$ cat src/rtl/traffic_pkg.sv
// Shared encodings for the traffic-light blocks: duration selects, light
// colours and the interval-timer state.
package traffic_pkg;

  typedef enum logic [1:0] {
    BASE_SELECT = 2'b00,
    EXT_SELECT  = 2'b01,
    YEL_SELECT  = 2'b10,
    ZERO_SELECT = 2'b11
  } time_select_e;

  typedef enum logic [1:0] {
    RED    = 2'b00,
    YELLOW = 2'b01,
    GREEN  = 2'b10
  } light_e;

  typedef enum logic {
    TIMER_IDLE = 1'b0,
    TIMER_RUN  = 1'b1
  } timer_state_e;

endpackage

$ cat src/rtl/tick_divider.sv
// One-second prescaler: counts 0..TICK_CYCLES-1 while enabled and flags the
// terminal count as a tick. Held at zero whenever disabled or cleared.
module tick_divider #(
  parameter int TICK_CYCLES = 100_000_000
) (
  input  logic clk,
  input  logic reset,
  input  logic clear,
  input  logic enable,
  output logic tick
);

  localparam int CW = (TICK_CYCLES > 1) ? $clog2(TICK_CYCLES) : 1;
  localparam logic [CW-1:0] LAST = CW'(TICK_CYCLES - 1);

  logic [CW-1:0] count;

  assign tick = enable && (count == LAST);

  always_ff @(posedge clk or negedge reset) begin
    if (!reset) begin
      count <= '0;
    end else if (clear || !enable || tick) begin
      count <= '0;
    end else begin
      count <= count + CW'(1);
    end
  end

endmodule

$ cat src/rtl/traffic_timer.sv
// Interval timer behind the traffic-light state machine: loads a selected
// duration on start_timer, counts whole seconds, emits a one-cycle expired.
// Build option: TRAFFIC_TIMER_FAST_EN removes the prescaler (one tick per clk).
module traffic_timer
  import traffic_pkg::*;
#(
  parameter int TICK_CYCLES = 100_000_000,
  parameter int BASE_SEC    = 6,
  parameter int EXT_SEC     = 3,
  parameter int YEL_SEC     = 2,
  parameter int CNT_W       = 4
) (
  input  logic             clk,
  input  logic             reset,
  input  logic             start_timer,
  input  logic [1:0]       time_parameter,
  output logic             expired,
  output logic             running,
  output logic [CNT_W-1:0] remaining
);

  if (BASE_SEC < 0 || BASE_SEC >= (1 << CNT_W) ||
      EXT_SEC  < 0 || EXT_SEC  >= (1 << CNT_W) ||
      YEL_SEC  < 0 || YEL_SEC  >= (1 << CNT_W)) begin : gBadDuration
    $error("traffic_timer: every duration must fit in CNT_W bits");
  end

  if (TICK_CYCLES < 1) begin : gBadTick
    $error("traffic_timer: TICK_CYCLES must be at least 1");
  end

  function automatic logic [CNT_W-1:0] selDuration(input logic [1:0] sel);
    case (sel)
      BASE_SELECT: return CNT_W'(BASE_SEC);
      EXT_SELECT:  return CNT_W'(EXT_SEC);
      YEL_SELECT:  return CNT_W'(YEL_SEC);
      default:     return '0;
    endcase
  endfunction

  timer_state_e     state;
  timer_state_e     stateNext;
  logic [CNT_W-1:0] remainingNext;
  logic             expiredNext;
  logic             runningNext;
  logic             countEnable;
  logic             tick;

  // The prescaler only advances while there are seconds left to count.
  assign countEnable = (state == TIMER_RUN) && (remaining != '0);

`ifdef TRAFFIC_TIMER_FAST_EN
  assign tick = countEnable;
`else
  tick_divider #(
    .TICK_CYCLES(TICK_CYCLES)
  ) uTickDivider (
    .clk   (clk),
    .reset (reset),
    .clear (start_timer),
    .enable(countEnable),
    .tick  (tick)
  );
`endif

  // start_timer wins over any tick or expiry due on the same edge.
  always_comb begin
    stateNext     = state;
    remainingNext = remaining;
    expiredNext   = 1'b0;
    if (start_timer) begin
      stateNext     = TIMER_RUN;
      remainingNext = selDuration(time_parameter);
    end else begin
      case (state)
        TIMER_RUN: begin
          if (remaining == '0) begin
            expiredNext = 1'b1;
            stateNext   = TIMER_IDLE;
          end else if (tick) begin
            remainingNext = remaining - CNT_W'(1);
          end
        end
        default: begin
          remainingNext = '0;
        end
      endcase
    end
    runningNext = (stateNext == TIMER_RUN);
  end

  always_ff @(posedge clk or negedge reset) begin
    if (!reset) begin
      state     <= TIMER_IDLE;
      remaining <= '0;
      expired   <= 1'b0;
      running   <= 1'b0;
    end else begin
      state     <= stateNext;
      remaining <= remainingNext;
      expired   <= expiredNext;
      running   <= runningNext;
    end
  end

endmodule

$ cat config.mk
export PLATFORM = sky130hd
export DESIGN_NAME = traffic_timer
export DESIGN_NICKNAME = d
export VERILOG_FILES = /design/src/rtl/traffic_pkg.sv /design/src/rtl/tick_divider.sv /design/src/rtl/traffic_timer.sv
export SDC_FILE = /design/constraint.sdc
export NUM_CORES = 1
export LEC_CHECK = 0
export CAP_MARGIN = 20
export CORE_MARGIN = 2
export CORE_UTILIZATION = 55
export CTS_BUF_LIST = sky130_fd_sc_hd__clkbuf_8
export CTS_CLUSTER_DIAMETER = 80
export CTS_CLUSTER_SIZE = 28
export DETAILED_ROUTE_END_ITERATION = 8
export GPL_TIMING_DRIVEN = 0
export MAX_ROUTING_LAYER = met4
export PLACE_DENSITY = 0.76
export SYNTH_ARGS = -nofsm -noshare
export SYNTH_HDL_FRONTEND = slang
export SYNTH_SLANG_ARGS = --single-unit
$ cat constraint.sdc
create_clock -name clk -period 5.5 [get_ports clk]
set_input_delay 0.825 -clock clk [delete_from_list [all_inputs] [get_ports clk]]
set_output_delay 0.825 -clock clk [all_outputs]
set_load 0.02 [all_outputs]
==> summary by stage, run 1 <==
Run status
The flow ran to the end, and the final reports show no timing, DRC or antenna violations.

Routing
Dividing the detail-routed via count by the number of cells gives 5.94. The first TritonRoute pass finished after 5 iterations. The total DRC errors in the routed layout is 0. The remaining number of nets flagged by the antenna check after routing is 0. Dividing the detail-routed wire length by the instance count gives 14.5 um. Summed over all layers, the routed wires come to 3260 um.

The detailed-route via count is 1337. The DRC marker count from the first detailed-route iteration is 95.

Synthesis
The portion of the post-synthesis area used by sequential elements is 48.3%. For this run, the number of Yosys warnings is 0. The number of standard cells after synthesis is 175.

The register bit count reported by yosys is 33. The netlist uses 37 different library cells. After synthesis the cells add up to 0.00171 sq mm. The share of flip-flops with an asynchronous set or reset after synthesis is 100%. The net count of the mapped netlist is 183. The post-synthesis average cell area is 9.77 sq um. In the synthesized netlist the dominant register cell turns out to be dfrtp_1. The number of flops mapped to enable cells by yosys is 0.

Critical path
The data arrival time at the worst-slack endpoint is 2320 ps. The setup path with the least slack is of type reg -> reg. The maximum net fanout on the critical path is 10. The critical path data required time is 5660 ps.

The worst setup path is captured at a register. The kind of launch point of the worst setup path is a register.

Flow run
The number of max-cap violations is 0.

Global route
The overall fraction of global-route tracks in use is 22.2%. Entering global routing, the biggest net connects 34 pins. The first global-routing pass estimated 5720 um of wire. The number of antenna violations at the first check in global routing came to 0. The total congestion overflow after global routing is 0.

The number of global-route vias before repair is 1345.

Power
The total power of the final layout is 0.481 mW. Dividing total power by cell area gives a power density of 249 mW/mm^2. For this design the static power due to leakage is 0.802 nW. VDD sags by at most 0.169 mV.

Timing
The summed negative setup slack over all endpoints is 0 ps. Setup violations remaining at the end of the flow were counted as 0. Headroom to the max-slew limit came out at 52.2%.

The total count of max-transition violations in the final report is 0. Setup repair after global routing left no endpoint under its margin. The top achievable clock speed is 463 MHz.

For the final database, setup skew stands at 3.67 ps. The worst path in the final design needs a cycle of 2160 ps, including I/O delays and setup. The measured slew at the worst slew-check pin is 716 ps. In the finished design, the share of the clock period the worst path needs comes to 39.3%. The final hold violation count is 0.

Clock tree
The clock transition at the register clock pins on the worst setup and hold paths after CTS is 60 ps. The CTS buffer count is 5. The buffers inserted during post-CTS setup optimization is 0. CTS placed an instance of clkbuf_8 at the clock tree root.

The total clock sinks is 33. The number of cells upsized or downsized after cts is 0. For the worst-skew pair, the clock arrives at the later sink with an insertion delay of 280 ps. TritonCTS built the clock tree.

The total number of H-tree levels is 2. The clock passes through at most 2 buffers. In this run, post-CTS hold repair placed 0 buffers.

Floorplanning
The floorplan die width is 59.8 um. The number of top-level pins is 11. The floorplan core area is 0.00300 sq mm. The die covers 0.00357 sq mm.

The initial core utilization is 57.0%. The count of standard-cell rows is 20. The die is 59.8 um tall.

Placement
The number of input and output port buffers inserted is 10. Detailed placement finished with a half-perimeter wire length of 2410 um. The congestion estimate from routability-driven global placement came to 0.848.

Layout
The most common library cell in the layout ignoring fill and taps is dfrtp_1. The library cells used most frequently in the layout, excluding fill and tap cells, are dfrtp_1 (33), nor2_1 (32), xor2_1 (16). The layout has 266 filler cells. The number of nets in the final layout is 200. 0 antenna diodes ended up in the layout. Relative to the synthesized area, the layout overhead comes to 13.0%. The fraction of final layout cells with drive strength greater than 1 is 9.90%.

Hold path
In this run the worst hold path is classified as reg -> reg.
==> routing by layer <==
metal | vias up | part of all wire [%] | global-route usage, %
met3 | 7 | 5.0 | 5.19
met2 | 37 | 51 | 36.3
li1 | 639 | - | -
met5 | - | 0 | -
met4 | 0 | 2.0 | 8.89
met1 | 654 | 42 | 26.3
==> registers in the layout, summed over array words and instances (netlist names) <==
register,count
uTickDivider.count,27
remaining,4
expired,1
state,1
==> report_power, final <==
part / switching [mW] / internal [mW] / leakage, nW
sequential: 0.00508 / 0.248 / 0.452
combinational: 0.0307 / 0.0196 / 0.302
clock: 0.0798 / 0.0972 / 0.0485
==> critical path, cell delays in order (launching register included) <==
cell and delay, ps:
dfrtp_1 340, buf_6 130, and3_1 180, buf_6 120
or3b_4 420, nor3_1 230, nand3b_2 270, buf_2 260
nor2_1 90
==> synth_stat cells (2+ instances only) <==
cell	n	area [sq um]
dfrtp_1	33	826
nor2_1	32	120
xor2_1	16	140
nand4_1	13	81.3
nand3_1	12	60.1
nand2_1	11	41.3
xnor2_1	9	78.8
nor4_1	5	31.3
and3_1	4	25.0
inv_1	4	15.0
a21oi_1	3	15.0
ha_1	3	37.5
nor3_1	3	15.0
buf_2	2	10.0
buf_6	2	22.5
o21ai_0	2	10.0
==> cell families after synthesis <==
logic type	after synthesis	synth area share, %
AOI/OAI and AO/OA	10	3.73
DFF	33	48.3
adders and majority gates	3	2.19
xor gates and xnor gates	25	12.8
buffers and inverters	9	3.00
and+or+nand+nor	95	30.0
==> area by class of cell <==
type                    instances  area, sq um  area share, %
clock buffers                   6         82.6           4.27
repair buffers                 10         95.1           4.92
plain buffers                   5         36.3           1.88
flip-flops and latches         33          826           42.7
well taps                      33         41.3           2.14
inverters                       4         15.0          0.777
multi-input cells             133          833           43.1
clock inverters                 1         3.75          0.194
==> path summary, 6_finish.rpt <==
kind                                             from                      to  slack (ps)  cells past startpoint
max in group asynchronous                       reset  uTickDivider.count[23]        4440                      1
worst max-delay path            uTickDivider.count[7]  uTickDivider.count[17]        3340                      8
min in group asynchronous                       reset   uTickDivider.count[0]         600                      1
worst min-delay path            uTickDivider.count[0]   uTickDivider.count[0]         470                      1
worst min register to register  uTickDivider.count[0]   uTickDivider.count[0]         470                      1
worst max register to register  uTickDivider.count[7]  uTickDivider.count[17]        3340                      8
==> through the flow <==
| stage | instances | hold WS, ps | setup WS, ps | utilization, % | cell area, sq um |
|---|---|---|---|---|---|
| floorplan | 175 | 433 | 3580 | - | 1710 |
| global placement | 218 | 453 | 3010 | 61.7 | 1850 |
| detailed placement | 218 | 460 | 3220 | 61.5 | 1850 |
| CTS | 225 | 468 | 3340 | 64.4 | 1930 |
| global route | 225 | 508 | 3070 | 64.4 | 1930 |
| finish | 225 | 466 | 3340 | 64.4 | 1930 |
Note: power is estimated with default switching activity, not from simulation.
==> run 2, diff against run 1 <==
- clock period: 5.5 -> 2.2 ns (I/O delays scaled with it)
==> summary by stage, run 2 (synthesis results as in run 1) <==
Clock tree
The latest clock arrival within the worst-skew pair came to 280 ps (about the same). The buffers inserted during post-CTS setup optimization was 0 (unchanged). The CTS buffer count is 5 (unchanged). The cell at the root of the clock tree is clkbuf_8. The clock transition at the register clock pins on the worst setup and hold paths after CTS came to 60 ps (about the same). TritonCTS built the clock tree. The maximum clock path buffer count is 2 (unchanged).

The total number of H-tree levels came to 2 (unchanged). The total clock sinks is 33 (unchanged). The number of buffers inserted by hold repair at cts is 0 (unchanged).

Timing
The minimum clock period after layout is 2050 ps (-111 ps). Setup repair after global routing left no endpoint under its margin. The total count of max-transition violations in the final report was 0 (unchanged). The measured slew at the worst slew-check pin is 722 ps (+5.76 ps). The summed negative setup slack over all endpoints is 0 ps (unchanged).

The period utilization is 93.1% (+54 points). The final hold violation count was 0 (unchanged). The maximum clock skew at final layout is 3.86 ps (+0.185 ps).

The relative slew slack is 51.9% (-0.38 points). The top achievable clock speed came to 488 MHz (+5.4%). The final-report setup violation count is 0 (unchanged).

The worst hold slack was 104 ps (-362 ps).

Placement
The number of input and output port buffers inserted is 10 (unchanged). The routability-driven placement congestion ratio is 0.848 (unchanged). The HPWL reported at the end of detailed placement came to 2410 um (unchanged). The instance area after placement was 0.00185 sq mm (unchanged).

Floorplanning
The count of standard-cell rows is 20 (unchanged). The floorplan die width is 59.8 um (unchanged). The height of the die is 59.8 um (unchanged). The number of top-level pins is 11 (unchanged). The floorplan core area is 0.00300 sq mm (unchanged). The initial core utilization came to 57.0% (unchanged). The overall die area is 0.00357 sq mm (unchanged).

Critical path
The worst path buffer plus inverter count is 3 (unchanged). For this design, the slowest cell found on the critical path is or3b_4. The data arrival time at the worst-slack endpoint is 2210 ps (-110 ps). The kind of cell adding the most delay to the critical path is simple AND/OR/NAND/NOR gates.

The critical path data required time was 2360 ps (-3300 ps). The worst setup path is captured at a register. The most frequent cell on the critical path is buf_6.

The kind of launch point of the worst setup path is a register. The critical path goes through buf_6 -> and3_1 -> buf_6 -> or3b_4 -> nor3_2 -> nand3b_4 -> buf_2 -> nor2_1. The delay of the slowest cell on the worst path is 430 ps (about the same). The setup slack on the worst flop-to-flop path is 150 ps (-3190 ps). By startpoint and endpoint, the worst setup path is classified as reg -> reg. The maximum net fanout on the critical path is 10 (unchanged).

Layout
The register area is 826 sq um (unchanged). The register ranked first by flip-flop count is uTickDivider.count. The most common library cell in the layout ignoring fill and taps is dfrtp_1. From synthesis to final layout, the design area changed by 14.3%.

The flip-flop count of the largest register, all copies and words added is 27 (unchanged). The share of the core filled with cells in the final layout is 65.1% (+0.75 points). The library cells used most frequently in the layout, excluding fill and tap cells, are dfrtp_1 (33), nor2_1 (32), xor2_1 (16).

The multi-input logic area is 853 sq um (+2.4%). The fraction of final layout cells with drive strength greater than 1 came to 10.9% (+1.0 points). The number of fill cells came to 261 (-1.9%).

The antenna cell count is 0 (unchanged). The cell area after layout is 0.00196 sq mm (+1.2%). The number of nets in the final layout is 200 (unchanged). The largest registers in the layout are uTickDivider.count x27, remaining x4.

Routing
The DRC marker count from the first detailed-route iteration is 103 (+8.4%). The number of vias per cell after detailed routing is 5.92 (-0.30%). The total DRC errors in the routed layout came to 0 (unchanged). The detailed-routing iteration count for the pre-antenna-repair pass is 4 (-1). The detailed-route via count is 1333 (-0.30%). The per-cell routed wire length came to 14.7 um (+1.7%). The overall routed net length is 3320 um (+1.7%).

The remaining number of nets flagged by the antenna check after routing is 0 (unchanged).

Global route
The number of global-route vias before repair was 1345 (unchanged). The first-pass GRT wire length is 5720 um (unchanged). The largest net degree at the start of global routing came to 34 (unchanged). The number of antenna violations at the first check in global routing is 0 (unchanged). The overall fraction of global-route tracks in use was 22.2% (unchanged). The total congestion overflow after global routing is 0 (unchanged).

Power
The total power of the final layout is 1.21 mW (+150%). The peak supply drop is 0.426 mV (+150%). The cell leakage power is 0.812 nW (+1.2%).

The total power per unit cell area is 617 mW/mm^2 (+150%).

Flow run
The number of max-cap violations was 0 (unchanged).

Run status
The run finished with clean final reports.

Hold path
The worst hold path belongs to the class in -> async.
## run 2: changes by cell type in the layout (fill, tap and decap cells not counted)
cell	delta
buf_2	-1
clkbuf_4	+1
nand3b_2	-1
nand3b_4	+1
nor3_1	-1
nor3_2	+1
nor4_1	-1
nor4_2	+1
## run 2: final timing paths
kind | from | end | depth (start not counted)
setup / recovery | uTickDivider.count[7] | uTickDivider.count[17] | 8
hold / removal | reset | uTickDivider.count[0] | 1
setup reg to reg | uTickDivider.count[7] | uTickDivider.count[17] | 8
hold reg to reg | uTickDivider.count[0] | uTickDivider.count[0] | 1
max in group asynchronous | reset | uTickDivider.count[23] | 1
min in group clk | uTickDivider.count[0] | uTickDivider.count[0] | 1
## run 2: cell type report
cell class	count	area share [%]
Multi-Input combinational cell	133	43.6
Sequential cell	33	42.2
Timing Repair Buffer	10	4.86
Clock buffer	6	4.22
Tap cell	33	2.11
Buffer	5	1.98
Inverter	4	0.768
Clock inverter	1	0.192
## run 2: metal layers
| metal | up-vias | wire, um | GRT usage, % |
|---|---|---|---|
| li1 | 638 | - | - |
| met1 | 650 | 1450 | 26.3 |
| met2 | 36 | 1650 | 36.3 |
| met3 | 9 | 145 | 5.19 |
| met4 | 0 | 72 | 8.89 |
| met5 | - | 0 | - |
## run 2: metrics by stage
step                setup WS [ps]  cells
global placement              109    218
finish                        151    225
detailed placement           49.1    218
global route                 15.2    225
floorplan                     279    175
CTS                          38.0    225
## run 2: timing repair
item | 4_1_cts | 5_1_grt
endpoints found under the setup margin | 0 | 21
hold endpoints to repair | 0 | 0
gates resized for setup | 0 | 4
## run 2: where the power goes
| part | internal (mW) | total [mW] | switching (mW) |
|---|---|---|---|
| Combinational | 0.0520 | 0.131 | 0.0788 |
| Sequential | 0.621 | 0.634 | 0.0130 |
| Clock | 0.243 | 0.442 | 0.199 |
## run 2: worst reg2reg max path, cell delays in order (launching register included)
cell and delay [ps]:
dfrtp_1 340, buf_6 130, and3_1 180, buf_6 120, or3b_4 430, nor3_2 190, nand3b_4 220, buf_2 240
nor2_1 90
